**src/rtl/hdlc_rx_line_monitor.sv**
```systemverilog
// Multi-channel HDLC receive-line monitor: flag/abort/idle detection, frame byte-alignment
// checking and saturating per-channel event counters behind a registered readback mux.
module hdlc_rx_line_monitor #(
   parameter int N_CH     = 4,
   parameter int CNT_W    = 16,
   parameter int IDLE_LEN = 15
) (
   input  logic                                      Clk,
   input  logic                                      Rst,
   input  logic                                      Enable,
   input  logic [N_CH-1:0]                           Rx,
   input  logic                                      Clear,
   input  logic [((N_CH > 1) ? $clog2(N_CH) : 1)-1:0] RdCh,
   input  logic [1:0]                                RdSel,
   output logic [CNT_W-1:0]                          RdData,
   output logic [N_CH-1:0]                           FlagDetect,
   output logic [N_CH-1:0]                           AbortDetect,
   output logic [N_CH-1:0]                           AbortSignal,
   output logic [N_CH-1:0]                           FrameEnd,
   output logic [N_CH-1:0]                           FrameError,
   output logic [N_CH-1:0]                           InFrame,
   output logic [N_CH-1:0]                           Idle
);

   localparam int               RD_W      = (N_CH > 1) ? $clog2(N_CH) : 1;
   localparam int               RUN_W     = $clog2(IDLE_LEN + 1);
   localparam logic [RUN_W-1:0] RUN_MAX   = '1;
   localparam logic [RUN_W-1:0] RUN_STUFF = RUN_W'(5);
   localparam logic [RUN_W-1:0] RUN_IDLE  = RUN_W'(IDLE_LEN);
   localparam logic [RD_W:0]    N_CH_L    = (RD_W + 1)'(N_CH);
   localparam logic [CNT_W-1:0] CNT_MAX   = '1;

   typedef enum logic {ST_HUNT = 1'b0, ST_FRAME = 1'b1} state_t;

   state_t           r_state      [N_CH];
   state_t           w_state_nxt  [N_CH];
   logic [7:0]       r_sr         [N_CH];
   logic [7:0]       w_sr_nxt     [N_CH];
   logic [RUN_W-1:0] r_run        [N_CH];
   logic [RUN_W-1:0] w_run_nxt    [N_CH];
   logic [4:0]       r_bitcnt     [N_CH];
   logic [4:0]       w_bitcnt_nxt [N_CH];
   logic [4:0]       w_bitcnt_adv [N_CH];
   logic [N_CH-1:0]  w_flag, w_abort, w_abs, w_end, w_err;
   logic [N_CH-1:0]  r_ev_flag, r_ev_abort, r_ev_abs, r_ev_end, r_ev_err;
   logic [CNT_W-1:0] r_cnt        [N_CH][4];
   logic             w_rd_ok;
   logic [RD_W-1:0]  w_rd_idx;

   function automatic logic [CNT_W-1:0] sat_inc(input logic [CNT_W-1:0] v);
      return (v == CNT_MAX) ? v : v + 1'b1;
   endfunction

   always_comb begin
      logic [4:0] v_inc;
      v_inc   = '0;
      w_flag  = '0;
      w_abort = '0;
      w_abs   = '0;
      w_end   = '0;
      w_err   = '0;
      for (int c = 0; c < N_CH; c++) begin
         w_sr_nxt[c]  = {r_sr[c][6:0], Rx[c]};
         w_flag[c]    = (w_sr_nxt[c] == 8'h7E);
         w_abort[c]   = (w_sr_nxt[c] == 8'h7F);
         w_run_nxt[c] = !Rx[c] ? '0 : ((r_run[c] == RUN_MAX) ? r_run[c] : r_run[c] + 1'b1);
         // A 0 after exactly five 1s is transmitter bit-stuffing, not payload. Bit 4 is sticky.
         v_inc = r_bitcnt[c] + 5'd1;
         if (!Rx[c] && (r_run[c] == RUN_STUFF))
            w_bitcnt_adv[c] = r_bitcnt[c];
         else
            w_bitcnt_adv[c] = {r_bitcnt[c][4] | v_inc[4], v_inc[3:0]};
         w_state_nxt[c]  = r_state[c];
         w_bitcnt_nxt[c] = r_bitcnt[c];
         case (r_state[c])
            ST_HUNT: begin
               if (w_flag[c]) begin
                  w_state_nxt[c]  = ST_FRAME;
                  w_bitcnt_nxt[c] = '0;
               end
            end
            ST_FRAME: begin
               w_bitcnt_nxt[c] = w_bitcnt_adv[c];
               if (w_flag[c]) begin
                  // Fewer than 16 bits means back-to-back or shared flags: nothing to report.
                  w_bitcnt_nxt[c] = '0;
                  w_end[c]        = w_bitcnt_adv[c][4];
                  w_err[c]        = w_bitcnt_adv[c][4] && (w_bitcnt_adv[c][2:0] != 3'd0);
               end else if (w_abort[c]) begin
                  w_state_nxt[c] = ST_HUNT;
                  w_abs[c]       = 1'b1;
               end
            end
         endcase
      end
   end

   always_ff @(posedge Clk or negedge Rst) begin
      if (!Rst) begin
         for (int c = 0; c < N_CH; c++) begin
            r_state[c]  <= ST_HUNT;
            r_sr[c]     <= 8'hFF;
            r_run[c]    <= '0;
            r_bitcnt[c] <= '0;
         end
         r_ev_flag  <= '0;
         r_ev_abort <= '0;
         r_ev_abs   <= '0;
         r_ev_end   <= '0;
         r_ev_err   <= '0;
      end else if (Enable) begin
         for (int c = 0; c < N_CH; c++) begin
            r_state[c]  <= w_state_nxt[c];
            r_sr[c]     <= w_sr_nxt[c];
            r_run[c]    <= w_run_nxt[c];
            r_bitcnt[c] <= w_bitcnt_nxt[c];
         end
         r_ev_flag  <= w_flag;
         r_ev_abort <= w_abort;
         r_ev_abs   <= w_abs;
         r_ev_end   <= w_end;
         r_ev_err   <= w_err;
      end else begin
         r_ev_flag  <= '0;
         r_ev_abort <= '0;
         r_ev_abs   <= '0;
         r_ev_end   <= '0;
         r_ev_err   <= '0;
      end
   end

   // Second register stage: pulses and levels leave together, two cycles after the line bit.
   always_ff @(posedge Clk or negedge Rst) begin
      if (!Rst) begin
         FlagDetect  <= '0;
         AbortDetect <= '0;
         AbortSignal <= '0;
         FrameEnd    <= '0;
         FrameError  <= '0;
         InFrame     <= '0;
         Idle        <= '0;
      end else begin
         FlagDetect  <= r_ev_flag;
         AbortDetect <= r_ev_abort;
         AbortSignal <= r_ev_abs;
         FrameEnd    <= r_ev_end;
         FrameError  <= r_ev_err;
         for (int c = 0; c < N_CH; c++) begin
            InFrame[c] <= (r_state[c] == ST_FRAME);
            Idle[c]    <= (r_run[c] >= RUN_IDLE);
         end
      end
   end

   always_ff @(posedge Clk or negedge Rst) begin
      if (!Rst) begin
         for (int c = 0; c < N_CH; c++)
            for (int k = 0; k < 4; k++)
               r_cnt[c][k] <= '0;
      end else if (Clear) begin
         for (int c = 0; c < N_CH; c++)
            for (int k = 0; k < 4; k++)
               r_cnt[c][k] <= '0;
      end else begin
         for (int c = 0; c < N_CH; c++) begin
            if (r_ev_end[c] && !r_ev_err[c]) r_cnt[c][0] <= sat_inc(r_cnt[c][0]);
            if (r_ev_end[c] && r_ev_err[c])  r_cnt[c][1] <= sat_inc(r_cnt[c][1]);
            if (r_ev_abs[c])                 r_cnt[c][2] <= sat_inc(r_cnt[c][2]);
            if (r_ev_flag[c])                r_cnt[c][3] <= sat_inc(r_cnt[c][3]);
         end
      end
   end

   assign w_rd_ok  = ({1'b0, RdCh} < N_CH_L);
   assign w_rd_idx = w_rd_ok ? RdCh : '0;

   always_ff @(posedge Clk or negedge Rst) begin
      if (!Rst) RdData <= '0;
      else      RdData <= w_rd_ok ? r_cnt[w_rd_idx][RdSel] : '0;
   end

endmodule

```
**config.mk**
```make
export PLATFORM = sky130hd
export DESIGN_NAME = hdlc_rx_line_monitor
export DESIGN_NICKNAME = d
export VERILOG_FILES = /design/src/rtl/hdlc_rx_line_monitor.sv
export SDC_FILE = /design/constraint.sdc
export NUM_CORES = 1
export LEC_CHECK = 0
export CAP_MARGIN = 20
export CELL_PAD_IN_SITES_DETAIL_PLACEMENT = 0
export CELL_PAD_IN_SITES_GLOBAL_PLACEMENT = 2
export CORE_UTILIZATION = 38
export DETAILED_ROUTE_END_ITERATION = 16
export PLACE_DENSITY_LB_ADDON = 0.2
export REMOVE_ABC_BUFFERS = 1
export SETUP_SLACK_MARGIN = 0.5
export SLEW_MARGIN = 0
export SYNTH_ARGS = -nofsm -noshare
export SYNTH_HDL_FRONTEND = slang
export SYNTH_SLANG_ARGS = --single-unit
```
**constraint.sdc**
```tcl
create_clock -name Clk -period 1.7 [get_ports Clk]
set_input_delay 0.51 -clock Clk [delete_from_list [all_inputs] [get_ports Clk]]
set_output_delay 0.51 -clock Clk [all_outputs]
set_load 0.01 [all_outputs]
```
; Word level (Yosys, flattened, before mapping)
; Cells that the tools add are included.
[classes]
muxes = 112
addsub = 24
eq_ne = 60
n_bitwise = 10
n_lt_le_gt_ge = 6
n_reduce_logical = 72
[op_table]
columns = operator, n
row1 = two-way mux 16 bit, 34
row2 = "adder 16 x 1 -> 16 bit, second input constant", 16
row3 = "equality test 16 bit, second input constant", 16
row4 = two-way mux 256 bit, 1
row5 = binary-select mux 64 bit (select 2 bit), 1
row6 = two-way mux 64 bit, 2
row7 = "equality test 8 x 7 -> 1 bit, second input constant", 8
row8 = two-way mux 5 bit, 12
row9 = two-way mux 4 bit, 13
row10 = "inequality test 2 bit, second input constant", 24
row11 = AND reduction 2 bit, 24
row12 = two-way mux 1 bit, 40
row13 = case mux 5 bit (2 select lines), 4
row14 = binary-select mux 16 bit (select 2 bit), 1
row15 = nonzero test 2 bit, 16
row16 = "adder 5 x 1 -> 5 bit, second input constant", 4
row17 = "adder 4 x 1 -> 4 bit, second input constant", 4
row18 = "equality test 4 x 3 -> 1 bit, second input constant", 4
row19 = "equality test 4 bit, second input constant", 4
row20 = ">= comparator 4 bit, second input constant", 4
row21 = logical AND 1 bit, 16
row22 = "inequality test 3 bit, second input constant", 4
row23 = AND reduction 3 bit, 4
row24 = nonzero test 3 bit, 4
row25 = 6 further kinds, 24
[word_totals]
word_cells = 333
output_inout_bits = 44
reg_bits = 388

; Longest topological paths before layout
[depth]
ltp_word = 8
depth_mapped = 7
ltp_nobuf = 7

; Worst setup path before layout
; No wires, ideal clock.
[synth_timing]
path_kind = input-to-reg
startpoint = input RdCh[1] (netlist name)
endpoint = register RdData[10]
stages = 4
n_path_buf = 2
setup_time_ps = 138
arrival_time_ps = 1815
setup_slack_ps = -253
t_required_ps = 1562
cell_sequence = buf_2 -> buf_1 -> mux4_2 -> mux4_2
[synth_via]
elab_chain_cells = 7
[synth_rtl]
columns = item, line_no
row1 = start: declaration, 13  ; input logic [((N_CH > 1) ? $clog2(N_CH) : 1)-1:0] RdCh,
row2 = inverter 2 -> 3 bit (not written as such), 179  ; else RdData <= w_rd_ok ? r_cnt[w_rd_idx][RdSel] : '0;
row3 = binary-select mux 64 bit (select 2 bit), 179
row4 = two-way mux 64 bit (not written as such) (2 in a row), 179
row5 = binary-select mux 16 bit (select 2 bit), 179
row6 = two-way mux 16 bit (not written as such) (2 in a row), 179
row7 = end signal: assignment, 179
row8 = end: declaration, 15  ; output logic [CNT_W-1:0] RdData,
; Every way passes these cells. The select of a mux whose other input is x is not followed.
; A chain may end at the register's enable or synchronous reset.

; Final worst setup path
[layout_timing]
startpoint = register r_cnt[97] (netlist name)
endpoint = register r_cnt[106] (netlist name)
[layout_via]
elab_chain_cells = 4
word_cells_on_any_way = 7
cone_classes = 1 x add/sub / 2 x eq/ne / 3 x mux / 1 x reduce/logical
[layout_rtl]
columns = item, line_no
row1 = start: declaration, 46  ; logic [CNT_W-1:0] r_cnt [N_CH][4];
row2 = start signal: indexed assignment, 166  ; if (r_ev_end[c] && !r_ev_err[c]) r_cnt[c][0] <= sat_inc(r_cnt[c][0]);
row3 = start signal: indexed assignment, 167  ; if (r_ev_end[c] && r_ev_err[c]) r_cnt[c][1] <= sat_inc(r_cnt[c][1]);
row4 = start signal: indexed assignment, 168  ; if (r_ev_abs[c]) r_cnt[c][2] <= sat_inc(r_cnt[c][2]);
row5 = adder 16 x 1 -> 16 bit, 51  ; return (v == CNT_MAX) ? v : v + 1'b1;
row6 = two-way mux 16 bit, 51
row7 = two-way mux 16 bit, 167
row8 = two-way mux 256 bit, 160  ; end else if (Clear) begin
; Several ways; a longest one is shown, not always the timed one. The select of a mux whose other input is x is not followed.

==> results.md <==
- Commonest non-fill, non-tap cell in the layout: buf_4
- DRT Wirelength: 73.4 mm
- Status: complete, but fails checks
- TritonRoute pass-1 iters: 5
- Arrival @ worst endpoint: 2.25 ns
- # DRC: 0
- Max clock buf depth: 3
- Worst vdd ir: 0.000725 V
- Ys async rst share: 1.00
- Crit. End Element: flop
- I/O Pins: 56
- Global-route wire length before repair: 111 mm
- Clock slew seen by the registers of the worst setup and hold paths: 0.06 ns
- CORE AREA: 0.0540 mm²
- Clock skew: roughly 0.023 ns
- Critical Path End: r_cnt[106]
- Kind of cell adding the most delay to the critical path: simple AND/OR/NAND/NOR gates
- GRT Util Overall: 0.258
- Non-filler instance count after layout: 3357
- Worst path bufs/invs: 1
- RSZ-0062 raised after global routing: yes
- Synth Cell Area: 0.0209 mm²
- Number of synthesized register bits: 388
- Worst Hold Depth: 2
- CP peak stage delay: between 0.4 and 0.5 ns
- Max-slew violations: 0
- Worst Path Required: 2.16 ns
- Most frequent cells in the layout: buf_4 (458), dfrtp_1 (266), nor2_1 (245)
- Largest net degree at the start of global routing: 53
- Reg2reg end: r_cnt[106]
- Fin. Hold Viols: 0
- Final GP Congestion: 0.985
- GRT overflow: 0
- Clock Tree Root: clkbuf_16
- Startpoint Class: flop
- Antenna cells: 0
- EDFF count, synth: 0
- Final hold slack: approximately 0.28 ns
- Pleak: 13.4 nW
- Routed Antenna Nets: 0
- Vias: 18700
- Min Clock Period, post-route: 1.79 ns
- Cell Pwr Density: 725 mW/mm²
- Vias per cell: 5.58
- Worst-Skew Late Latency: around 0.60 ns
- Stages on worst setup path: 7
- FF-to-FF Start: r_cnt[97]
- Mean Syn Cell Area: 10.5 µm²
- Max transition margin: 0.687
- Seq/Total Area, Yosys: 0.467
- Final setup violation count: 30
- Primary FF master, synth: dfrtp_1
- Worst Max-Slew Pin Slew: between 0.4 and 0.5 ns
- Placed cell count: around 3100
- Synth Instances: 1981
- Syn-to-layout area delta: 50.6%
- Critical Path, Cell by Cell: ha_4, nand2_4, buf_6, or3_4, nor4_4, xnor2_1, nor2_1
- Final net count: 2663
- Die Area: 0.0559 mm²
- Sink Count: a little under 400
- Worst Slack Setup Final: -0.0852 ns
- Vias in the first global route: 18300
- H-tree Lvls: 2
- Violated checks: negative setup slack
- Slowest cell on crit path: dfrtp_1
- Reg2Reg Setup Slack: -0.09 ns
- Final Cycle Share: 1.05
- WL/cell: approximately 22 µm
- Input/output buffers: 55
- Die Width: 236 µm
- Hold crit path type: primary input to flop
- Max cap viols: 0
- Share of cells above drive strength 1: 0.500
- Netlist cell types: 84
- Starting Density: 0.386
- Fmax: ~560 MHz
- Post-DP HPWL: 52.9 mm
- Starting DRT DRC Count: 1390
- CTS tree: built
- Filler instances: 4490
- Die Y: ~240 µm
- Yosys warns: 0
- CTS buffer count: between 40 and 50
- Setup CP Type: flop to flop
- Max Fanout on Critical Path: 3
- Initial antenna violation count: 2
- CP startpoint: r_cnt[97]
- Worst r2r path cells: 7
- Rows: 85
[cell families after synthesis]
kind of cell / count (synthesis) / share of synthesized area
and+or+nand+nor: 903 / 0.227
DFF: 388 / 0.467
AOI/OAI and AO/OA: 246 / 0.0762
xor gates and xnor gates: 180 / 0.0756
muxes: 129 / 0.114
buffers and inverters: 107 / 0.0239
adders and majority gates: 28 / 0.0168
[power by group]
part	leakage, nW	internal, W	switching, W
Sequential	5.13	0.00969	0.000344
Clock	0.820	0.00652	0.00429
Combinational	7.46	0.000927	0.00100
[cell type report]
| cell class | count | area (µm²) | area share |
|---|---|---|---|
| tap | 696 | 871 | 0.0277 |
| sequential | 388 | 9860 | 0.314 |
| clock buffer | 60 | 1350 | 0.0428 |
| timing repair buffer | 667 | 5870 | 0.187 |
| clock inverter | 27 | 317 | 0.0101 |
| multi-input combinational | 1487 | 13000 | 0.415 |
| inverter | 32 | 123 | 0.00390 |
[routing by layer]
metal	wire length (µm)	up-vias	track usage	part of all wire
li1	-	8598	-	-
met1	31000	9393	0.346	0.42
met4	4220	2	0.126	0.057
met5	14	-	0	0.00019
met2	33900	538	0.407	0.46
met3	4270	199	0.0414	0.058
[metrics by stage]
| stage | setup slack (ns) | instance area, µm² | setup TNS (ns) | power (W) | util |
|---|---|---|---|---|---|
| 2_1_floorplan | -0.500 | 20500 | -8.02 | 0.0108 | - |
| 3_3_place_gp | -0.445 | 25700 | -19.63 | 0.0118 | 0.475 |
| 3_5_place_dp | -0.438 | 25700 | -22.06 | 0.0119 | 0.475 |
| 4_1_cts | -0.0443 | 29100 | -0.380 | 0.0229 | 0.538 |
| 5_1_grt | -0.147 | 31400 | -4.30 | 0.0237 | 0.582 |
| 6_report | -0.0852 | 31400 | -0.779 | 0.0228 | 0.582 |
[Yosys cell counts (all sizes together), types with 11 or more instances]
cell type | number | area [µm²]
mux4 | 80 | 1850
nand4 | 81 | 519
dfstp | 28 | 736
and4 | 31 | 273
buf | 29 | 195
xnor2 | 91 | 797
clkbuf | 46 | 184
nand3 | 112 | 561
or3 | 17 | 108
ha | 28 | 350
nor4 | 31 | 264
xor2 | 89 | 780
nand2b | 21 | 131
o21ai | 74 | 374
a211oi | 15 | 113
mux2 | 27 | 304
nor2 | 269 | 1010
nor3 | 69 | 355
nor4b | 11 | 111
and3 | 47 | 294
a31oi | 16 | 100
dfrtp | 360 | 9010
and2 | 20 | 126
inv | 32 | 120
nand2 | 133 | 499
mux2i | 22 | 220
a21oi | 67 | 335
nor2b | 16 | 100
[registers in the layout, summed over array words and instances, names as in the netlist, 16 cells and up]
name,flops
r_bitcnt,20
r_sr,28
r_cnt,256
r_run,16
RdData,16
[what timing repair did]
action / CTS / global route
resized for setup: 543 / 380
pin swaps: 194 / 217
cloned: 2 / 1
buffers inserted: 60 / 96
hold buffers: 1 / 0
endpoints found under the setup margin: 370 / 375
hold endpoints to repair: 22 / 0
[worst min-delay path by stage]
| stage | start | to | slack, ns |
|---|---|---|---|
| floorplan | Rst | AbortDetect[0] | 0.21 |
| global placement | r_ev_abort[2] | AbortDetect[2] | 0.34 |
| detailed placement | r_ev_abort[0] | AbortDetect[0] | 0.34 |
| CTS | Clear | r_cnt[231] | 0.25 |
| global route | Clear | r_cnt[239] | 0.29 |
| finish | Clear | r_cnt[251] | 0.28 |
Power figures use the tool's default switching activity.
